$ cat src/rtl/uart_tx_frame.sv
// ============================================================================
//  Module      : uart_tx_frame
//  Description : Parametrised UART transmitter. Sends a start bit, DATA_BITS
//                data bits LSB first, an optional parity bit and STOP_BITS
//                stop bits. Words arrive over a valid/ready handshake into a
//                1-entry holding buffer, so frames can run back-to-back.
//  Optional    : define UART_TX_PARITY_EN to add the parity bit
//                (sense selected by PARITY_ODD: 0 = even, 1 = odd).
//  Ports       : clk      - system clock, rising edge
//                rst      - synchronous active-high reset
//                tx_data  - word to send, sampled on handshake
//                tx_valid - tx_data is valid
//                tx_ready - holding buffer empty (registered)
//                tx_op    - serial line, registered, idle high
//                busy     - high for every cycle of every frame
//  Revision    : 1.0 - initial release
// ============================================================================
`default_nettype none

module uart_tx_frame #(
    parameter int DATA_BITS  = 8,
    parameter int CLK_DIV    = 100,
    parameter int STOP_BITS  = 1,
    parameter int PARITY_ODD = 0
) (
    input  logic                 clk,
    input  logic                 rst,
    input  logic [DATA_BITS-1:0] tx_data,
    input  logic                 tx_valid,
    output logic                 tx_ready,
    output logic                 tx_op,
    output logic                 busy
);

    localparam int BAUD_W = $clog2(CLK_DIV);
    localparam int BIT_W  = $clog2(DATA_BITS + 1);

    // Reject illegal configurations at elaboration time.
    if (DATA_BITS < 5 || DATA_BITS > 9 || CLK_DIV < 2 ||
        STOP_BITS < 1 || STOP_BITS > 2 || PARITY_ODD < 0 || PARITY_ODD > 1) begin : g_param_check
        $error("uart_tx_frame: illegal parameter combination");
    end

    typedef enum logic [2:0] {
        IDLE   = 3'd0,
        START  = 3'd1,
        DATA   = 3'd2,
`ifdef UART_TX_PARITY_EN
        PARITY = 3'd3,
`endif
        STOP   = 3'd4
    } state_t;

    state_t                 state;
    logic [BAUD_W-1:0]      baud_cnt;
    logic [BIT_W-1:0]       bit_cnt;
    logic [DATA_BITS-1:0]   shift_reg;
    logic [DATA_BITS-1:0]   buf_data;
    logic                   buf_full;
`ifdef UART_TX_PARITY_EN
    localparam logic PAR_SENSE = (PARITY_ODD != 0);
    logic                   par_bit;
`endif

    logic accept;
    logic baud_end;
    logic last_data;
    logic last_stop;
    logic frame_done;
    logic load;

    assign accept     = tx_valid && tx_ready;
    assign baud_end   = (baud_cnt == BAUD_W'(CLK_DIV - 1));
    assign last_data  = (bit_cnt == BIT_W'(DATA_BITS - 1));
    // In STOP the bit counter counts stop bits instead of data bits.
    assign last_stop  = (bit_cnt == BIT_W'(STOP_BITS - 1));
    assign frame_done = (state == STOP) && baud_end && last_stop;
    // Buffer drains into the shifter from IDLE, or straight at the end of
    // the last stop cycle so the next start bit follows with no gap.
    assign load       = buf_full && ((state == IDLE) || frame_done);

    always_ff @(posedge clk) begin
        if (rst) begin
            state     <= IDLE;
            baud_cnt  <= '0;
            bit_cnt   <= '0;
            shift_reg <= '0;
            buf_data  <= '0;
            buf_full  <= 1'b0;
            tx_ready  <= 1'b1;
            tx_op     <= 1'b1;
            busy      <= 1'b0;
`ifdef UART_TX_PARITY_EN
            par_bit   <= 1'b0;
`endif
        end else begin
            // Holding buffer. accept needs an empty buffer and load needs a
            // full one, so they never coincide.
            if (accept) begin
                buf_data <= tx_data;
                buf_full <= 1'b1;
                tx_ready <= 1'b0;
            end else if (load) begin
                buf_full <= 1'b0;
                tx_ready <= 1'b1;
            end

            if (load) begin
                state     <= START;
                shift_reg <= buf_data;
                baud_cnt  <= '0;
                bit_cnt   <= '0;
                tx_op     <= 1'b0;
                busy      <= 1'b1;
`ifdef UART_TX_PARITY_EN
                par_bit   <= (^buf_data) ^ PAR_SENSE;
`endif
            end else begin
                case (state)
                    IDLE: begin
                        tx_op <= 1'b1;
                        busy  <= 1'b0;
                    end
                    START: begin
                        if (baud_end) begin
                            baud_cnt <= '0;
                            state    <= DATA;
                            tx_op    <= shift_reg[0];
                        end else begin
                            baud_cnt <= baud_cnt + BAUD_W'(1);
                        end
                    end
                    DATA: begin
                        if (baud_end) begin
                            baud_cnt <= '0;
                            if (last_data) begin
                                bit_cnt <= '0;
`ifdef UART_TX_PARITY_EN
                                state   <= PARITY;
                                tx_op   <= par_bit;
`else
                                state   <= STOP;
                                tx_op   <= 1'b1;
`endif
                            end else begin
                                bit_cnt   <= bit_cnt + BIT_W'(1);
                                shift_reg <= shift_reg >> 1;
                                // Next bit is shift_reg[1] before the shift lands.
                                tx_op     <= shift_reg[1];
                            end
                        end else begin
                            baud_cnt <= baud_cnt + BAUD_W'(1);
                        end
                    end
`ifdef UART_TX_PARITY_EN
                    PARITY: begin
                        if (baud_end) begin
                            baud_cnt <= '0;
                            state    <= STOP;
                            tx_op    <= 1'b1;
                        end else begin
                            baud_cnt <= baud_cnt + BAUD_W'(1);
                        end
                    end
`endif
                    STOP: begin
                        if (baud_end) begin
                            baud_cnt <= '0;
                            if (last_stop) begin
                                bit_cnt <= '0;
                                state   <= IDLE;
                                busy    <= 1'b0;
                                tx_op   <= 1'b1;
                            end else begin
                                bit_cnt <= bit_cnt + BIT_W'(1);
                            end
                        end else begin
                            baud_cnt <= baud_cnt + BAUD_W'(1);
                        end
                    end
                    default: begin
                        state <= IDLE;
                        tx_op <= 1'b1;
                        busy  <= 1'b0;
                    end
                endcase
            end
        end
    end

endmodule

`default_nettype wire
$ cat config.mk
export PLATFORM = sky130hd
export DESIGN_NAME = uart_tx_frame
export DESIGN_NICKNAME = d
export VERILOG_FILES = /design/src/rtl/uart_tx_frame.sv
export SDC_FILE = /design/constraint.sdc
export NUM_CORES = 1
export LEC_CHECK = 0
export CAP_MARGIN = 5
export CORE_ASPECT_RATIO = 1.75
export CORE_UTILIZATION = 50
export CTS_CLUSTER_SIZE = 8
export DETAILED_ROUTE_END_ITERATION = 10
export PLACE_DENSITY = 0.75
export SKIP_CTS_REPAIR_TIMING = 1
export SLEW_MARGIN = 0
export SYNTH_ARGS = -nofsm -noshare
export SYNTH_HDL_FRONTEND = slang
export SYNTH_SLANG_ARGS = --single-unit
$ cat constraint.sdc
create_clock -name clk -period 1.7 [get_ports clk]
set_input_delay 0.17 -clock clk [delete_from_list [all_inputs] [get_ports clk]]
set_output_delay 0.17 -clock clk [all_outputs]
set_load 0.005 [all_outputs]
# After elaboration in Yosys (flattened, before gate mapping)
# Cells that the tools add are included.
[word_totals] ff_bits=34 in_bits=11 word_cells=83
[classes] reduce_logical=20 eq_ne=18 mux=32 n_bitwise=1 n_addsub=2
[op_table] op="two-way mux 8 bit" n=4
[op_table] op="two-way mux 4 bit" n=4
[op_table] op="two-way mux 3 bit" n=5
[op_table] op="!= test 3 bit (second input constant)" n=5
[op_table] op="two-way mux 1 bit" n=14
[op_table] op="!= test 2 bit (second input constant)" n=6
[op_table] op="one-hot mux 3 bit (4 select lines)" n=1
[op_table] op="AND reduction 6 bit" n=2
[op_table] op="AND reduction 3 bit" n=3
[op_table] op="one-hot mux 4 bit (2 select lines)" n=1
[op_table] op="nonzero test 2 bit" n=4
[op_table] op="adder 7 x 1 -> 7 bit (second input constant)" n=1
[op_table] op="== test 7 bit (second input constant)" n=1
[op_table] op="two-way mux 7 bit" n=1
[op_table] op="adder 4 x 1 -> 4 bit (second input constant)" n=1
[op_table] op="== test 4 x 3 -> 1 bit (second input constant)" n=1
[op_table] op="logical AND 1 bit" n=4
[op_table] op="zero test 4 bit" n=1
[op_table] op="!= test 2 x 1 -> 1 bit (second input constant)" n=2
[op_table] op="AND reduction 4 bit" n=1
[op_table] op="OR reduction 2 bit" n=2
[op_table] op="== test 3 x 1 -> 1 bit (second input constant)" n=1
[op_table] op="== test 3 x 2 -> 1 bit (second input constant)" n=1
[op_table] op="== test 3 bit (second input constant)" n=1
[op_table] op="other kinds (6)" n=6

# Logic depth before layout (Yosys ltp)
[logic_depth] word_depth=7 ltp_mapped=7 mapped_depth_nobuf=6

# Least setup slack after synthesis
# OpenSTA, ideal clock, no wires.
[synth_timing] path_type="flip-flop to flip-flop" start="register baud_cnt[0]" end="register state[2]" arrival_time_ns=1.538 path_buffers=1 path_stages_with_launch=7 path_slack_ns=0.076 cell_sequence="dfxtp_1 -> ha_1 -> nor2b_1 -> buf_2 -> nand2_4 -> or4_1 -> a211oi_1"
[synth_between] elab_chain_len=6
[synth_rtl] element="start, declared" line="55" text="logic [BAUD_W-1:0] baud_cnt;"
[synth_rtl] element="start signal, assigned" line="130" text="baud_cnt <= baud_cnt + BAUD_W'(1);"
[synth_rtl] element="start signal, assigned" line="152" text="baud_cnt <= baud_cnt + BAUD_W'(1);"
[synth_rtl] element="start signal, assigned" line="178" text="baud_cnt <= baud_cnt + BAUD_W'(1);"
[synth_rtl] element="== test 7 bit *" line="73" text="assign baud_end = (baud_cnt == BAUD_W'(CLK_DIV - 1));"
[synth_rtl] element="logical AND 1 bit (2 in series)" line="77" text="assign frame_done = (state == STOP) && baud_end && last_stop;"
[synth_rtl] element="logical OR 1 bit" line="80" text="assign load = buf_full && ((state == IDLE) || frame_done);"
[synth_rtl] element="logical AND 1 bit" line="80"
[synth_rtl] element="OR reduction 2 bit (no line)"
[synth_rtl] element="end signal, assigned" line="84" text="state <= IDLE;"
[synth_rtl] element="end signal, assigned" line="109" text="state <= START;"
[synth_rtl] element="end signal, assigned" line="127" text="state <= DATA;"
[synth_rtl] element="end, declared" line="54" text="state_t state;"
# Every way passes the cells marked *; elsewhere a longest branch is shown, timed or not.
# A chain may end at the register's enable or synchronous reset.

# Worst setup path in the final report
[layout_timing] start="register bit_cnt[1]" end="register bit_cnt[3]"
[layout_between] elab_chain_len=5
[layout_rtl] element="start, declared" line="56" text="logic [BIT_W-1:0] bit_cnt;"
[layout_rtl] element="start signal, assigned" line="146" text="bit_cnt <= bit_cnt + BIT_W'(1);"
[layout_rtl] element="start signal, assigned" line="175" text="bit_cnt <= bit_cnt + BIT_W'(1);"
[layout_rtl] element="parallel branches: the longest is 5 deep, another holds adder 4 x 1 -> 4 bit"
# Several ways; the timed one is not identified. The select of a mux whose other input is x is not followed.

==> reports/metrics.yaml <==
outcome: "completed"
worst_slew_pin_slew_ps: 429.1
place_ws_ps: -8.589
numCtsBuffers: 5
hpwl_mm: 3.327
die_x_um: 46.74
relSlewSlack_pct: 71.39
crit_type: "reg2reg"
yosysSeqAreaShare_pct: 38.86
clk-insertion-delay-late_ps: 290
period_needed_ps: 1662
grt.total_usage_pct: 28.05
cts_root_buf: "clkbuf_8"
placed_area_um2: 2101
leakage_uw: 0.0008453
critPathMaxFanout: 4
port_buffers: 13
use_met3_pct: 6.966
h-tree-depth: 2
finalNetCount: 266
wl_per_cell_um: 15.41
netlist_instances: 215
synth_top_cells_by_count: "35 x nand2_1, 34 x dfxtp_1, 20 x a21oi_1"
slew_viol_final: 0
worstPathArrival_ps: 1840
ios: 14
finalHoldViolations: 0
rows: 28
peakVddDrop_mv: 0.7206
area_growth_pct: 31.29
grt_overflow: 0
r2r_cells: 7
cts.sinks: 34
skew_ps: 3.166
antenna_left: 0
synth.area.top_cells: "dfxtp_1 39%, nand2_1 7.5%, a21oi_1 5.7%, xor2_1 3.0%, nand4_1 2.9%"
hold_class: "in2reg"
busiest_layer: "met2"
grt_pass1_vias: 1743
final.setup.worst_slack_ps: 38.44
fp.coreArea_um2: 3363
r2r_end: "bit_cnt[3]"
final_core_util_pct: 68.38
place_congestion: 0.8379
synth_top_area_cell: "dfxtp_1"
ys_ff_latch: 34
dieHeight_um: 80.30
drive_gt1_share_pct: 21.43
diodes: 0
clk_pin_slew_worst_paths_ps: 70
initial_core_util_pct: 52.08
async_flop_share_pct: 0
synth_edf_count: 0
period_share_pct: 97.74
hold_path_depth: 3
firstDrtPassIters: 4
holdPathEnd: "buf_data[1]"
grt.met1_usage_pct: 25.84
grt_use_met2_pct: 50.00
power_uw: 1809
post-synth-top-count-cell: "nand2_1"
r2r_slack_ps: 40
ys_warn_count: 0
pwr_density_cell_nw_per_um2: 786.5
vias: 1753
vias_per_cell: 5.902
max_cap_violations: 0
cts_tree: "done"
finish.instance_area_um2: 2300
max_freq_mhz: 601.8
timing.rr.start: "bit_cnt[1]"
wl_mm: 4.577
cts_max_path_buffers: 2
synth_top_area_share_pct: 38.86
syn_area_per_cell_um2: 8.147
remaining_drc_errors: 0
hp-start: "tx_data[1]"
die-area_um2: 3753
end_kind: "flip-flop"
required_ps: 1880
synth_area_um2: 1752
synthesis.nets: 229
synth.distinct_cells: 46
grt_pass1_wl_mm: 7.548
drtIter0Drc: 39
start_kind: "flip-flop"
synth_flop_cell: "dfxtp_1"
antenna_found_initial: 0
setup_violations: 0
grt_max_degree: 27
-- cells in the final DEF, fill, tap and decap left out, types with 3 or more instances in the layout --
master           instances
nor2_1                   6
o21ai_1                  4
buf_4                   27
nand2_1                 34
nand3b_1                 3
a21oi_1                 20
a31oi_1                  4
dfxtp_2                  3
inv_1                    9
nand3_1                  7
clkdlybuf4s50_1         13
o211ai_1                 3
xor2_1                   6
nand4_1                  8
clkbuf_8                 6
dfxtp_1                 31
a211oi_1                 5
a311oi_1                 3
or3_1                    4
nor3_1                   6
o21ai_0                  5
-- area by class of cell --
cell class                      count  area [µm²]
Tap cell                           45       56.30
Timing Repair Buffer               43       375.4
Fill cell                         277        1064
Multi-Input combinational cell    159        1037
Clock inverter                      1       30.03
Clock buffer                        6       82.58
Inverter                            9       33.78
Sequential cell                    34       684.4
-- worst max-delay path, stage by stage (launching register included) --
cell	delay (ps)
dfxtp_1	330
inv_1	60
ha_1	200
nand2b_1	110
o32a_1	330
o41ai_1	280
buf_4	200
a21oi_1	40
-- how the worst max path moves through the flow --
| stage | startpoint | endpoint | slack [ps] |
|---|---|---|---|
| 2_1_floorplan | baud_cnt[0] | state[2] | 80 |
| 3_3_place_gp | state[1] | shift_reg[5] | 9 |
| 6_report | bit_cnt[1] | bit_cnt[3] | 40 |
| 4_1_cts | state[1] | shift_reg[6] | -40 |
| 5_1_grt | bit_cnt[1] | bit_cnt[3] | -0.5 |
| 3_5_place_dp | state[1] | shift_reg[5] | -9 |
-- power by group --
part | total, µW | internal [µW] | switching [µW]
sequential | 847 | 828 | 19.5
clock | 754 | 469 | 286
combinational | 207 | 99.0 | 108
total | 1810 | 1400 | 413
-- per-layer routing --
layer  routed length [µm]  vias up  part of all wire [%]
met5                    0        -                     0
met4                  246        0                   5.4
met3                  141       21                   3.1
met2                 2520       44                    55
met1                 1668      829                    36
li1                     -      859                     -
-- metrics by stage --
stage	std cells	TNS, ps	hold WS (ps)
3_5_place_dp	288	-8.589	448.7
5_1_grt	297	-0.4545	421.2
6_report	297	0	424.8
3_3_place_gp	288	0	440.8
4_1_cts	295	-168.4	424.4
2_1_floorplan	215	0	306.0
-- cell families after synthesis --
logic type      after synthesis  synth area share, %
flops                        34                38.86
fa+ha+maj                     4                2.715
simple gates                 90                27.64
buf+inv                      22                5.357
xor+xnor                      7                3.500
compound gates               57                21.36
mux                           1               0.5715
No activity file was read; power rests on OpenSTA's default activity.
